### src/rtl/write_arbiter.sv
// Writeback arbiter: per-source FIFOs feeding one round-robin grant per cycle
// into a registered write port shared by the integer and float register files.
module write_arbiter #(
  parameter int NSRC  = 3,
  parameter int DEPTH = 2,
  parameter int XLEN  = 32
) (
  input  logic                 clk,
  input  logic                 rstn,
  input  logic                 flush,
  input  logic [NSRC-1:0]      src_valid,
  output logic [NSRC-1:0]      src_ready,
  input  logic [NSRC*5-1:0]    src_rd,
  input  logic [NSRC-1:0]      src_to_reg,
  input  logic [NSRC-1:0]      src_to_freg,
  input  logic [NSRC*XLEN-1:0] src_data,
  output logic                 reg_w_enable,
  output logic                 freg_w_enable,
  output logic [4:0]           reg_w_dest,
  output logic [XLEN-1:0]      reg_w_data,
  output logic [NSRC-1:0]      completed,
  output logic                 idle,
  output logic                 err
);

  localparam int          AW       = $clog2(DEPTH);
  localparam int          CW       = $clog2(DEPTH) + 1;
  localparam int          PW       = (NSRC > 1) ? $clog2(NSRC) : 1;
  localparam int unsigned NS       = NSRC;
  localparam logic [CW-1:0] FULL_CNT = CW'(DEPTH);

  logic [4:0]      fifo_rd   [NSRC][DEPTH];
  logic            fifo_reg  [NSRC][DEPTH];
  logic            fifo_freg [NSRC][DEPTH];
  logic [XLEN-1:0] fifo_data [NSRC][DEPTH];
  logic [AW-1:0]   wptr      [NSRC];
  logic [AW-1:0]   rptr      [NSRC];
  logic [CW-1:0]   cnt       [NSRC];

  logic [NSRC-1:0] full;
  logic [NSRC-1:0] empty;
  logic [NSRC-1:0] push;
  logic [NSRC-1:0] pop;

  logic [PW-1:0]   prio;
  logic [PW-1:0]   gnt_idx;
  logic            gnt_valid;
  logic            fire;

  logic [4:0]      head_rd;
  logic            head_reg;
  logic            head_freg;
  logic [XLEN-1:0] head_data;
  logic            wr_int;
  logic            wr_fp;
  logic            out_valid;

  function automatic logic [PW-1:0] wrap_idx(input logic [PW-1:0] base,
                                             input int unsigned off);
    int unsigned s;
    s = 32'(base) + off;
    if (s >= NS) s = s - NS;
    return PW'(s);
  endfunction

  // Ready depends only on pre-edge occupancy, so a full FIFO never accepts
  // even when it is being popped on the same edge.
  always_comb begin
    full      = '0;
    empty     = '0;
    src_ready = '0;
    push      = '0;
    for (int unsigned i = 0; i < NS; i++) begin
      full[i]      = (cnt[i] == FULL_CNT);
      empty[i]     = (cnt[i] == '0);
      src_ready[i] = rstn && !full[i] && !flush;
      push[i]      = src_valid[i] && src_ready[i];
    end
  end

  always_comb begin
    gnt_valid = 1'b0;
    gnt_idx   = '0;
    for (int unsigned k = 0; k < NS; k++) begin
      if (!gnt_valid && !empty[wrap_idx(prio, k)]) begin
        gnt_valid = 1'b1;
        gnt_idx   = wrap_idx(prio, k);
      end
    end
    fire = gnt_valid && !flush;
    pop  = '0;
    for (int unsigned i = 0; i < NS; i++) begin
      pop[i] = fire && (gnt_idx == PW'(i));
    end
    head_rd   = fifo_rd[gnt_idx][rptr[gnt_idx]];
    head_reg  = fifo_reg[gnt_idx][rptr[gnt_idx]];
    head_freg = fifo_freg[gnt_idx][rptr[gnt_idx]];
    head_data = fifo_data[gnt_idx][rptr[gnt_idx]];
    wr_int    = head_reg && (head_rd != 5'd0);
    wr_fp     = head_freg && !head_reg;
  end

  always_ff @(posedge clk) begin
    for (int unsigned i = 0; i < NS; i++) begin
      if (push[i]) begin
        fifo_rd[i][wptr[i]]   <= src_rd[5*i +: 5];
        fifo_reg[i][wptr[i]]  <= src_to_reg[i];
        fifo_freg[i][wptr[i]] <= src_to_freg[i];
        fifo_data[i][wptr[i]] <= src_data[XLEN*i +: XLEN];
      end
    end
  end

  always_ff @(posedge clk or negedge rstn) begin
    if (!rstn) begin
      for (int unsigned i = 0; i < NS; i++) begin
        wptr[i] <= '0;
        rptr[i] <= '0;
        cnt[i]  <= '0;
      end
    end else if (flush) begin
      for (int unsigned i = 0; i < NS; i++) begin
        wptr[i] <= '0;
        rptr[i] <= '0;
        cnt[i]  <= '0;
      end
    end else begin
      for (int unsigned i = 0; i < NS; i++) begin
        if (push[i]) wptr[i] <= wptr[i] + AW'(1);
        if (pop[i])  rptr[i] <= rptr[i] + AW'(1);
        if (push[i] && !pop[i])      cnt[i] <= cnt[i] + CW'(1);
        else if (!push[i] && pop[i]) cnt[i] <= cnt[i] - CW'(1);
      end
    end
  end

  // Dest/data only move on a real strobe, so x0 and no-target retires
  // leave the shared write bus showing the last actual write.
  always_ff @(posedge clk or negedge rstn) begin
    if (!rstn) begin
      prio          <= '0;
      out_valid     <= 1'b0;
      reg_w_enable  <= 1'b0;
      freg_w_enable <= 1'b0;
      completed     <= '0;
      err           <= 1'b0;
      reg_w_dest    <= '0;
      reg_w_data    <= '0;
    end else begin
      out_valid     <= fire;
      reg_w_enable  <= fire && wr_int;
      freg_w_enable <= fire && wr_fp;
      completed     <= pop;
      if (fire) prio <= wrap_idx(gnt_idx, 1);
      if (fire && (wr_int || wr_fp)) begin
        reg_w_dest <= head_rd;
        reg_w_data <= head_data;
      end
      if (fire && head_reg && head_freg) err <= 1'b1;
    end
  end

  assign idle = (&empty) && !out_valid;

endmodule

### config.mk
export PLATFORM = sky130hd
export DESIGN_NAME = write_arbiter
export DESIGN_NICKNAME = d
export VERILOG_FILES = /design/src/rtl/write_arbiter.sv
export SDC_FILE = /design/constraint.sdc
export NUM_CORES = 1
export LEC_CHECK = 0
export CAP_MARGIN = 20
export CORE_ASPECT_RATIO = 0.75
export CORE_MARGIN = 2
export CORE_UTILIZATION = 50
export CTS_CLUSTER_DIAMETER = 80
export CTS_CLUSTER_SIZE = 28
export DETAILED_ROUTE_END_ITERATION = 16
export PLACE_DENSITY_LB_ADDON = 0.2
export SLEW_MARGIN = 40
export SYNTH_ARGS = -nofsm -noshare
export SYNTH_HDL_FRONTEND = slang
export SYNTH_SLANG_ARGS = --single-unit
### constraint.sdc
create_clock -name clk -period 3.9 [get_ports clk]
set_input_delay 0.975 -clock clk [delete_from_list [all_inputs] [get_ports clk]]
set_output_delay 0.975 -clock clk [all_outputs]
set_load 0.1 [all_outputs]
# After elaboration in Yosys (flattened, before gate mapping)
# Memories as Yosys holds them, arrays and structs flattened.
# Index checks and enable logic that the tools add are counted.
dict set report op_classes {
  n_addsub 19
  magnitude_cmp 15
  n_eq_ne 5
  muxes 76
  bitwise 5
  reduce_logical 63
}
# operator count
set op_table {}
lappend op_table {{$mux W32} 6}
lappend op_table {{$mux W64} 3}
lappend op_table {{$demux W32 S1} 3}
lappend op_table {{$logic_and A1 B1 Y1} 32}
lappend op_table {{$mux W2} 16}
lappend op_table {{$mux W10} 3}
lappend op_table {{$mux W5} 6}
lappend op_table {{$mux W1} 26}
lappend op_table {{$demux W5 S1} 3}
lappend op_table {{$logic_not A1 Y1} 15}
lappend op_table {{$reduce_bool A2 Y1} 6}
lappend op_table {{$ge A2 B2 Y1 const B} 5}
lappend op_table {{$ge A3 B2 Y1 const B} 3}
lappend op_table {{$lt A2 B3 Y1 const B} 3}
lappend op_table {{$reduce_bool A3 Y1} 3}
lappend op_table {{$bmux W1 S2} 4}
lappend op_table {{$eq A2 B2 Y1 const B} 4}
lappend op_table {{$logic_not A2 Y1} 4}
lappend op_table {{$not A1 Y2} 4}
lappend op_table {{$sub A2 B2 Y2 const B} 4}
lappend op_table {{$add A1 B1 Y1 const B} 6}
lappend op_table {{$add A2 B1 Y2 const B} 3}
lappend op_table {{$add A2 B1 Y3 const B} 2}
lappend op_table {{$lt A2 B1 Y1 const B} 3}
lappend op_table {{other kinds (11)} 16}
dict set report word_totals {
  ff_bits 58
  ram_bits 234
  inputBits 123
  output_inout_bits 47
  word_cells 204
  memories 4
}
# name depth word_bits read_ports rd_ports_with_merged_regs write_ports line
set mem_list {}
lappend mem_list {fifo_data 3 64 1 0 3 35} ;# logic [XLEN-1:0] fifo_data [NSRC][DEPTH];
lappend mem_list {fifo_rd 3 10 1 0 3 32} ;# logic [4:0] fifo_rd [NSRC][DEPTH];
lappend mem_list {fifo_freg 3 2 1 0 3 34} ;# logic fifo_freg [NSRC][DEPTH];
lappend mem_list {fifo_reg 3 2 1 0 3 33} ;# logic fifo_reg [NSRC][DEPTH];

# Longest topological paths before layout
# Gate-level depths: netlist of the first run.
dict set report depth {
  depth_word 23
  mapped_depth 15
  ltp_nobuf 12
}

# Least setup slack after synthesis of the first run
# Ideal clock, no wire load.
dict set report synth_path {
  kind {input -> register}
  startpoint {input flush}
  endpoint {memory fifo_data[2][32] (netlist name), enable pin}
  setup_ns 0.435
  arrival_time_ns 4.915
  required_ns 3.465
  slack_ns -1.451
  stages 4
  path_cell_list {nand2b_1 a21oi_1 nand2_1 nor2_1}
}
# element line
set synth_lines {}
lappend synth_lines {{start, declared} 10} ;# input logic flush,
lappend synth_lines {{end, declared} 35}

# Final worst setup path of the first run
dict set report layout_path {
  startpoint {register prio[0]}
  endpoint {register reg_w_data[1]}
}
dict set report layout_between {
  elab_chain_len 23
}
# element line
set layout_rtl {}
lappend layout_rtl {{start, declared} 45} ;# logic [PW-1:0] prio;
lappend layout_rtl {{start signal, assigned} 154} ;# if (fire) prio <= wrap_idx(gnt_idx, 1);
lappend layout_rtl {{$add A2 B1 Y3} 61} ;# s = 32'(base) + off;
lappend layout_rtl {{$ge A3 B2 Y1 or $sub A2 B2 Y2 (tied branches)} 62} ;# if (s >= NS) s = s - NS;
lappend layout_rtl {{$mux W2} 62}
lappend layout_rtl {{$bmux W1 S2} 85} ;# if (!gnt_valid && !empty[wrap_idx(prio, k)]) begin
lappend layout_rtl {{$mux W1 (implied by the code)} 85}
lappend layout_rtl {{$logic_not A1 Y1} 85}
lappend layout_rtl {{$logic_and A1 B1 Y1} 85}
lappend layout_rtl {{$mux W1} 85}
lappend layout_rtl {{[4 not listed]} n/a}
lappend layout_rtl {{$bmux W1 S2} n/a}
lappend layout_rtl {{$mux W1 (implied by the code) (2 in a row)} n/a}
lappend layout_rtl {{$not A1 Y2 (implied by the code)} n/a}
lappend layout_rtl {{$mux W5 (implied by the code) or $mux W1 (tied branches) (3 in a row)} {95, 96}}
lappend layout_rtl {{$reduce_bool A5 Y1 or $logic_not A1 Y1 (tied branches)} {99, 100}}
lappend layout_rtl {{$logic_and A1 B1 Y1 (on tied branches)} {99, 100}}
lappend layout_rtl {{$logic_or A1 B1 Y1} 155} ;# if (fire && (wr_int || wr_fp)) begin
lappend layout_rtl {{$logic_and A1 B1 Y1} 155}
lappend layout_rtl {{end signal, assigned} 157} ;# reg_w_data <= head_data;
lappend layout_rtl {{end, declared} 20} ;# output logic [XLEN-1:0] reg_w_data,
# Several ways; a longest one is shown, not always the timed one. The select of a mux whose other input is x is not followed.
# A chain may end at the register's enable or synchronous reset.

==> metrics.txt, run 1 <==
# TYPE chip_impl_metric gauge
chip_impl_metric{name="postSynthAreaPerCell",unit="µm²"} 16.2
chip_impl_metric{name="design.final.nets",unit=""} 1039
chip_impl_metric{name="final.hold.worst_slack",unit="ps"} 509
chip_impl_metric{name="clock_skew",unit="ps"} 28.1
chip_impl_metric{name="first_pass_grt_wire_length",unit="µm"} 43200
chip_impl_metric{name="total_routed_wirelength",unit="µm"} 28600
chip_impl_metric{name="synthArstFlopShare",unit="%"} 19.9
chip_impl_metric{name="cts-buffers-inserted",unit=""} 15
chip_impl_info{name="startpoint_type",value="register"} 1
chip_impl_metric{name="max_cap_viol_count",unit=""} 0
chip_impl_info{name="min-delay-start",value="err$_DFFE_PN0P_"} 1
chip_impl_metric{name="fin_cells",unit=""} 1226
chip_impl_metric{name="drive_gt1_share",unit="%"} 16.9
chip_impl_metric{name="cts_setup_buffers",unit=""} 0
chip_impl_metric{name="reg2reg_slack",unit="ps"} 310
chip_impl_info{name="cts_tree",value="built"} 1
chip_impl_info{name="crit_path_start",value="prio[0]$_DFFE_PN0N_"} 1
chip_impl_info{name="run_status",value="complete, no violations"} 1
chip_impl_metric{name="place.detailed.hpwl",unit="µm"} 19600
chip_impl_metric{name="synth.yosys.seq_area_share",unit="%"} 69.8
chip_impl_metric{name="drcViolationCount",unit=""} 0
chip_impl_metric{name="area.growth.synth_to_final",unit="%"} 19.9
chip_impl_metric{name="post-route-period-util",unit="%"} 92.0
chip_impl_metric{name="std_cell_rows",unit=""} 49
chip_impl_metric{name="dp_cells",unit=""} 1199
chip_impl_metric{name="first_iter_violations",unit=""} 719
chip_impl_metric{name="die-width",unit="µm"} 184
chip_impl_metric{name="tightest_slew",unit="ps"} 702
chip_impl_metric{name="floorplan.initialDensity",unit="%"} 50.8
chip_impl_info{name="worstHoldPathType",value="register to register"} 1
chip_impl_metric{name="viasPerCell",unit=""} 5.88
chip_impl_metric{name="detailroute.via_count",unit=""} 7213
chip_impl_metric{name="synth-warning-count",unit=""} 0
chip_impl_metric{name="final_weighted_congestion_in_routability_driven_placement",unit=""} 0.923
chip_impl_metric{name="report.final.setup_viol",unit=""} 0
chip_impl_metric{name="design.core.area",unit="mm²"} 0.0239
chip_impl_metric{name="clock_path_buffers",unit=""} 3
chip_impl_metric{name="num_io_pins",unit=""} 170
chip_impl_metric{name="clock_sink_count",unit=""} 292
chip_impl_metric{name="grt_start_max_net_pins",unit=""} 74
chip_impl_metric{name="slew_violations",unit=""} 0
chip_impl_metric{name="synth-edff-count",unit=""} 234
chip_impl_info{name="class_of_the_most_critical_setup_path",value="register to register"} 1
chip_impl_metric{name="min_path_cells",unit=""} 1
chip_impl_metric{name="grt_use_total",unit="%"} 22.5
chip_impl_metric{name="postSynthNetCount",unit=""} 879
chip_impl_info{name="critical_path.endpoint_type",value="register"} 1
chip_impl_info{name="ctsRootBufferMaster",value="sky130_fd_sc_hd__clkbuf_16"} 1
chip_impl_metric{name="route.antenna.remaining_nets",unit=""} 0
chip_impl_metric{name="finalCriticalPeriod",unit="ps"} 3590
chip_impl_metric{name="synth.lib_cells_used.distinct",unit=""} 71
chip_impl_metric{name="cp_data_arrival_time",unit="ps"} 3980
chip_impl_metric{name="design.die.area",unit="mm²"} 0.0256
chip_impl_metric{name="critical_path_required",unit="ps"} 4300
chip_impl_info{name="rsz_0062_raised_after_global_routing",value="false"} 1
chip_impl_metric{name="grt_remaining_overflow",unit=""} 0
chip_impl_metric{name="antenna_found_initial",unit=""} 1
chip_impl_metric{name="final_cell_area",unit="mm²"} 0.0146
chip_impl_metric{name="htree_num_levels",unit=""} 1
chip_impl_metric{name="netlist_area",unit="mm²"} 0.0122
chip_impl_metric{name="finalHoldViolCount",unit=""} 0
chip_impl_metric{name="use_met2",unit="%"} 35.0
chip_impl_metric{name="synth_cells",unit=""} 750
chip_impl_metric{name="placement.cell_area",unit="mm²"} 0.0141
chip_impl_metric{name="globalRouteMet1Util",unit="%"} 33.4
chip_impl_metric{name="synth_seq_cells",unit=""} 292
chip_impl_metric{name="die_y",unit="µm"} 139
chip_impl_metric{name="max_slew_margin",unit="%"} 52.0
chip_impl_metric{name="fmaxAchievable",unit="GHz"} 0.279
chip_impl_info{name="timing.hold.worst_endpoint",value="err$_DFFE_PN0P_"} 1
chip_impl_metric{name="rr_worst_depth",unit=""} 11
chip_impl_info{name="crit-reg2reg-launch",value="prio[0]$_DFFE_PN0N_"} 1
chip_impl_metric{name="largest_reg_flops",unit=""} 192
chip_impl_metric{name="clkTransAtPathRegs",unit="ps"} 110
chip_impl_metric{name="worstSkewPairLatency",unit="ps"} 500
chip_impl_info{name="grt-busiest-layer",value="met2"} 1
chip_impl_metric{name="global_route.usage.met3",unit="%"} 4.18
chip_impl_metric{name="fin_setup_tns",unit="ps"} 0
chip_impl_info{name="worstReg2RegEnd",value="reg_w_data[1]$_DFFE_PN0P_"} 1
chip_impl_metric{name="drt-wirelength-per-cell",unit="µm"} 23.3
chip_impl_metric{name="cts_repair_resize_count",unit=""} 0
chip_impl_metric{name="cts_hold_buffers",unit=""} 0
chip_impl_metric{name="numPortBuffers",unit=""} 169
chip_impl_metric{name="drt-pass1-iter-count",unit=""} 5
chip_impl_metric{name="via_count_of_the_first_global_routing_pass",unit=""} 7251
chip_impl_info{name="dominantRegCellSynth",value="sky130_fd_sc_hd__edfxtp_1"} 1
chip_impl_metric{name="cp_max_fo",unit=""} 16
## cell usage after synthesis, drive strengths merged, types with 4 or more instances
| cell type | n | area [µm²] |
|---|---|---|
| o21ai | 18 | 90.1 |
| nand2 | 16 | 60.1 |
| nor2 | 22 | 85.1 |
| o211ai | 6 | 45.0 |
| a221oi | 34 | 298 |
| ha | 6 | 75.1 |
| nand2b | 4 | 25.0 |
| nor3 | 11 | 66.3 |
| o2bb2ai | 5 | 43.8 |
| mux2i | 78 | 781 |
| inv | 17 | 63.8 |
| buf | 23 | 195 |
| a21oi | 10 | 68.8 |
| nand3 | 8 | 40.0 |
| mux2 | 37 | 510 |
| dfrtp | 58 | 1450 |
| nor2b | 36 | 225 |
| nand3b | 4 | 30.0 |
| and3 | 4 | 25.0 |
| clkbuf | 25 | 93.8 |
| edfxtp | 234 | 7030 |
| xnor2 | 8 | 70.1 |
| a2111oi | 34 | 317 |
## logic make-up (layout without fill, tap and decap cells)
group                    Yosys count  in the layout  synth area share, %
multiplexers                     115            115                 10.6
other                              0              2                    0
adder cells (fa/ha/maj)            6              6                0.618
buffers and inverters             65            233                 2.90
AO/OA/AOI/OAI                    134            134                 9.21
XOR/XNOR                          11             11                0.793
AND/OR/NAND/NOR                  127            127                 6.09
flip-flops                       292            292                 69.8
## worst max path at each step
stage,endpoint,cells after the start
after CTS,reg_w_data[1]$_DFFE_PN0P_,12
after detailed placement,reg_w_data[5]$_DFFE_PN0P_,12
final,reg_w_data[1]$_DFFE_PN0P_,11
after floorplan,fifo_data[1][32]$_DFFE_PP_,4
after global placement,reg_w_data[5]$_DFFE_PN0P_,11
after global routing,reg_w_data[0]$_DFFE_PN0P_,11
## worst max-delay path: stages, from the launching register on
cell and delay, ps:
sky130_fd_sc_hd__dfrtp_1 360, sky130_fd_sc_hd__inv_1 70, sky130_fd_sc_hd__ha_1 570, sky130_fd_sc_hd__nor3_1 150
sky130_fd_sc_hd__o21a_1 220, sky130_fd_sc_hd__o311ai_2 430, sky130_fd_sc_hd__and2b_1 360, sky130_fd_sc_hd__inv_1 90
sky130_fd_sc_hd__o32ai_2 330, sky130_fd_sc_hd__o21bai_4 300, sky130_fd_sc_hd__buf_12 230, sky130_fd_sc_hd__mux2_2 350
## layer usage
metal / routed length (µm) / vias up / share of wire (%)
met3: 2290 / 42 / 8.0
met5: 0 / - / 0
met2: 12900 / 292 / 45
met1: 12800 / 3609 / 45
li1: - / 3270 / -
met4: 569 / 0 / 2.0
## per-stage QoR
stage	utilization, %	worst slack, ps
6_report	61.0	312
5_1_grt	60.9	152
4_1_cts	60.9	345
3_5_place_dp	59.0	359
3_3_place_gp	59.7	440
2_1_floorplan	-	-757
## area by class of cell
type	instances	area (µm²)
Antenna cell	2	5.00
Clock buffer	22	412
Clock inverter	3	55.1
Fill cell	1812	9340
Inverter	17	63.8
Multi-Input combinational cell	393	3390
Sequential cell	292	8480
Tap cell	306	383
Timing Repair Buffer	191	1790
## layout by cell type (no fill, tap or decap), types with 9 or more instances in the layout
cell type and n:
sky130_fd_sc_hd__clkbuf_16 15, sky130_fd_sc_hd__o21ai_0 15, sky130_fd_sc_hd__edfxtp_1 234, sky130_fd_sc_hd__nand2_1 16, sky130_fd_sc_hd__nor3_1 9, sky130_fd_sc_hd__dfrtp_1 57, sky130_fd_sc_hd__buf_4 13, sky130_fd_sc_hd__clkdlybuf4s50_1 121
sky130_fd_sc_hd__mux2_2 12, sky130_fd_sc_hd__mux2_4 25, sky130_fd_sc_hd__buf_12 11, sky130_fd_sc_hd__nor2b_1 36, sky130_fd_sc_hd__a2111oi_0 33, sky130_fd_sc_hd__nor2_1 16, sky130_fd_sc_hd__mux2i_1 78, sky130_fd_sc_hd__inv_1 15
sky130_fd_sc_hd__buf_2 44, sky130_fd_sc_hd__a221oi_1 34
Power of run 1 is left out: the tool's default activity adds up to more than one toggle a clock period on the data nets, which glitch-free logic cannot reach.
==> inputs of run 2 (changes only) <==
CORE_UTILIZATION = 46   (was 50)
clock period = 4.29 ns   (was 3.9 ns; I/O delays follow)
==> run 2 against run 1 <==
  * Register-to-register slack improved by 280 ps
  * Cell count grew 3.3%
  * Sequential cell count unchanged
  * Non-clock buffer count is 3 higher
  * Design area barely moved
  * Sequential share of layout area about the same
  * Global-route usage fell by 2.2 points
  * Largest cell class unchanged
  * Die area up 8.5%
  * Wire length decreased by 2.1%
==> metrics.txt, run 2 (synthesis gave the netlist of run 1 again) <==
# TYPE chip_impl_metric gauge
chip_impl_metric{name="first_iter_violations",unit=""} 652
chip_impl_metric{name="clock_sink_count",unit=""} 292
chip_impl_info{name="ctsRootBufferMaster",value="sky130_fd_sc_hd__clkbuf_16"} 1
chip_impl_metric{name="report.final.setup_viol",unit=""} 0
chip_impl_metric{name="cts_repair_resize_count",unit=""} 0
chip_impl_metric{name="post-route-period-util",unit="%"} 86.1
chip_impl_metric{name="finalHoldViolCount",unit=""} 0
chip_impl_metric{name="final_cell_area",unit="mm²"} 0.0146
chip_impl_info{name="layout_common_cells",value="sky130_fd_sc_hd__edfxtp_1, sky130_fd_sc_hd__clkdlybuf4s50_1, sky130_fd_sc_hd__mux2i_1"} 1
chip_impl_metric{name="cts-buffers-inserted",unit=""} 15
chip_impl_metric{name="fill_cells",unit=""} 2101
chip_impl_metric{name="max_cap_viol_count",unit=""} 0
chip_impl_metric{name="via_count_of_the_first_global_routing_pass",unit=""} 6900
chip_impl_metric{name="final.setup.worst_slack",unit="ps"} 596
chip_impl_metric{name="placement.cell_area",unit="mm²"} 0.0141
chip_impl_metric{name="largest_reg_flops",unit=""} 192
chip_impl_info{name="worst_path_max_delay_cell",value="sky130_fd_sc_hd__a221oi_1"} 1
chip_impl_metric{name="htree_num_levels",unit=""} 1
chip_impl_metric{name="max_stage_delay",unit="ps"} 510
chip_impl_metric{name="clock_skew",unit="ps"} 17.7
chip_impl_metric{name="die-width",unit="µm"} 192
chip_impl_info{name="startpoint_type",value="register"} 1
chip_impl_metric{name="fmaxAchievable",unit="GHz"} 0.271
chip_impl_metric{name="drt-pass1-iter-count",unit=""} 5
chip_impl_metric{name="antenna_found_initial",unit=""} 5
chip_impl_metric{name="std_cell_rows",unit=""} 51
chip_impl_metric{name="cp_data_arrival_time",unit="ps"} 4120
chip_impl_info{name="rsz_0062_raised_after_global_routing",value="false"} 1
chip_impl_metric{name="final_weighted_congestion_in_routability_driven_placement",unit=""} 0.833
chip_impl_metric{name="design.final.nets",unit=""} 1042
chip_impl_metric{name="final.hold.worst_slack",unit="ps"} 519
chip_impl_metric{name="drive_gt1_share",unit="%"} 17.2
chip_impl_info{name="cts_tree",value="built"} 1
chip_impl_metric{name="route.antenna.remaining_nets",unit=""} 0
chip_impl_metric{name="area.growth.synth_to_final",unit="%"} 19.9
chip_impl_metric{name="global_route.usage.met3",unit="%"} 4.68
chip_impl_info{name="crit_chain",value="inv_1 > ha_1 > or3b_1 > o32ai_1 > nand2_1 > and2_2 > buf_4 > a21oi_4 > buf_4 > mux2i_1 > a221oi_1 > mux2_2"} 1
chip_impl_metric{name="grt_remaining_overflow",unit=""} 0
chip_impl_metric{name="viasPerCell",unit=""} 5.61
chip_impl_metric{name="use_met2",unit="%"} 30.1
chip_impl_metric{name="first_pass_grt_wire_length",unit="µm"} 42000
chip_impl_metric{name="place.detailed.hpwl",unit="µm"} 19400
chip_impl_info{name="class_of_the_most_critical_setup_path",value="register to register"} 1
chip_impl_info{name="run_status",value="complete, no violations"} 1
chip_impl_metric{name="cts_setup_buffers",unit=""} 0
chip_impl_metric{name="clkTransAtPathRegs",unit="ps"} 100
chip_impl_info{name="grt-busiest-layer",value="met1"} 1
chip_impl_metric{name="clock_path_buffers",unit=""} 3
chip_impl_metric{name="floorplan.initialDensity",unit="%"} 46.8
chip_impl_metric{name="tightest_slew",unit="ps"} 816
chip_impl_metric{name="max_slew_margin",unit="%"} 44.2
chip_impl_metric{name="detailroute.via_count",unit=""} 7106
chip_impl_metric{name="design.die.area",unit="mm²"} 0.0277
chip_impl_metric{name="cts_hold_buffers",unit=""} 0
chip_impl_metric{name="critical_path_required",unit="ps"} 4720
chip_impl_metric{name="num_io_pins",unit=""} 170
chip_impl_metric{name="postLayoutCoreUtil",unit="%"} 56.1
chip_impl_metric{name="total_routed_wirelength",unit="µm"} 28000
chip_impl_metric{name="worstSkewPairLatency",unit="ps"} 490
chip_impl_metric{name="cp_max_fo",unit=""} 23
chip_impl_metric{name="grt_start_max_net_pins",unit=""} 48
chip_impl_info{name="mostFrequentLayoutCell",value="sky130_fd_sc_hd__edfxtp_1"} 1
chip_impl_info{name="worstHoldPathType",value="register to register"} 1
chip_impl_info{name="critical-path-top-delay-family",value="compound AO/OA/AOI/OAI gates"} 1
chip_impl_metric{name="drcViolationCount",unit=""} 0
chip_impl_metric{name="die_y",unit="µm"} 145
chip_impl_metric{name="grt_use_total",unit="%"} 20.3
chip_impl_info{name="critical_path.endpoint_type",value="register"} 1
chip_impl_metric{name="preCtsSetupSlack",unit="ps"} 632
chip_impl_info{name="cp_common_cell",value="sky130_fd_sc_hd__buf_4"} 1
chip_impl_metric{name="slew_violations",unit=""} 0
chip_impl_metric{name="drt-wirelength-per-cell",unit="µm"} 22.1
chip_impl_metric{name="cp.buffers_inverters",unit=""} 3
chip_impl_metric{name="finalCriticalPeriod",unit="ps"} 3690
chip_impl_metric{name="globalRouteMet1Util",unit="%"} 30.7
chip_impl_metric{name="design.core.area",unit="mm²"} 0.0260
chip_impl_metric{name="numPortBuffers",unit=""} 169
==> run 2: cell count changes in the layout (fill, tap and decap cells not counted), sizes merged <==
cell / previous run / this run
buf: 70 / 73
clkbuf: 22 / 20
bufinv: 0 / 1
clkinv: 2 / 1
clkinvlp: 0 / 1
inv: 18 / 19
==> run 2: worst paths after layout <==
path                                             from                          to  slack, ps  cells after the start
min in group asynchronous                        rstn          cnt[2]$_DFFE_PN0P_        620                      2
max reg2reg                       prio[1]$_DFFE_PN0N_   reg_w_data[1]$_DFFE_PN0P_        600                     12
min                        reg_w_data[29]$_DFFE_PN0P_  reg_w_data[29]$_DFFE_PN0P_        520                      1
min reg2reg                reg_w_data[29]$_DFFE_PN0P_  reg_w_data[29]$_DFFE_PN0P_        520                      1
max in group asynchronous                        rstn  reg_w_data[17]$_DFFE_PN0P_       3140                      3
max                               prio[1]$_DFFE_PN0N_   reg_w_data[1]$_DFFE_PN0P_        600                     12
==> run 2: metrics by stage <==
step,TNS (ps),cells
after detailed placement,0,1240
after global placement,0,1239
after CTS,0,1265
after global routing,0,1265
after floorplan,-43320,750
final,0,1267
==> run 2: layout make-up <==
| type | count | area [µm²] | share of cell area [%] |
|---|---|---|---|
| Multi-Input combinational cell | 393 | 3380 | 23.2 |
| Tap cell | 344 | 430 | 2.95 |
| Clock buffer | 20 | 394 | 2.71 |
| Sequential cell | 292 | 8480 | 58.2 |
| Inverter | 17 | 63.8 | 0.438 |
| Antenna cell | 2 | 5.00 | 0.0344 |
| Timing Repair Buffer | 194 | 1740 | 11.9 |
| Clock inverter | 5 | 78.8 | 0.541 |
==> run 2: layer usage <==
| layer | wire length (µm) | share of wire, % | vias up |
|---|---|---|---|
| met5 | 30 | 0.11 | - |
| met4 | 496 | 1.8 | 6 |
| met3 | 2070 | 7.4 | 35 |
| met2 | 12100 | 43 | 225 |
| met1 | 13300 | 47 | 3555 |
| li1 | - | - | 3285 |
Power of run 2 is left out for the same reason.
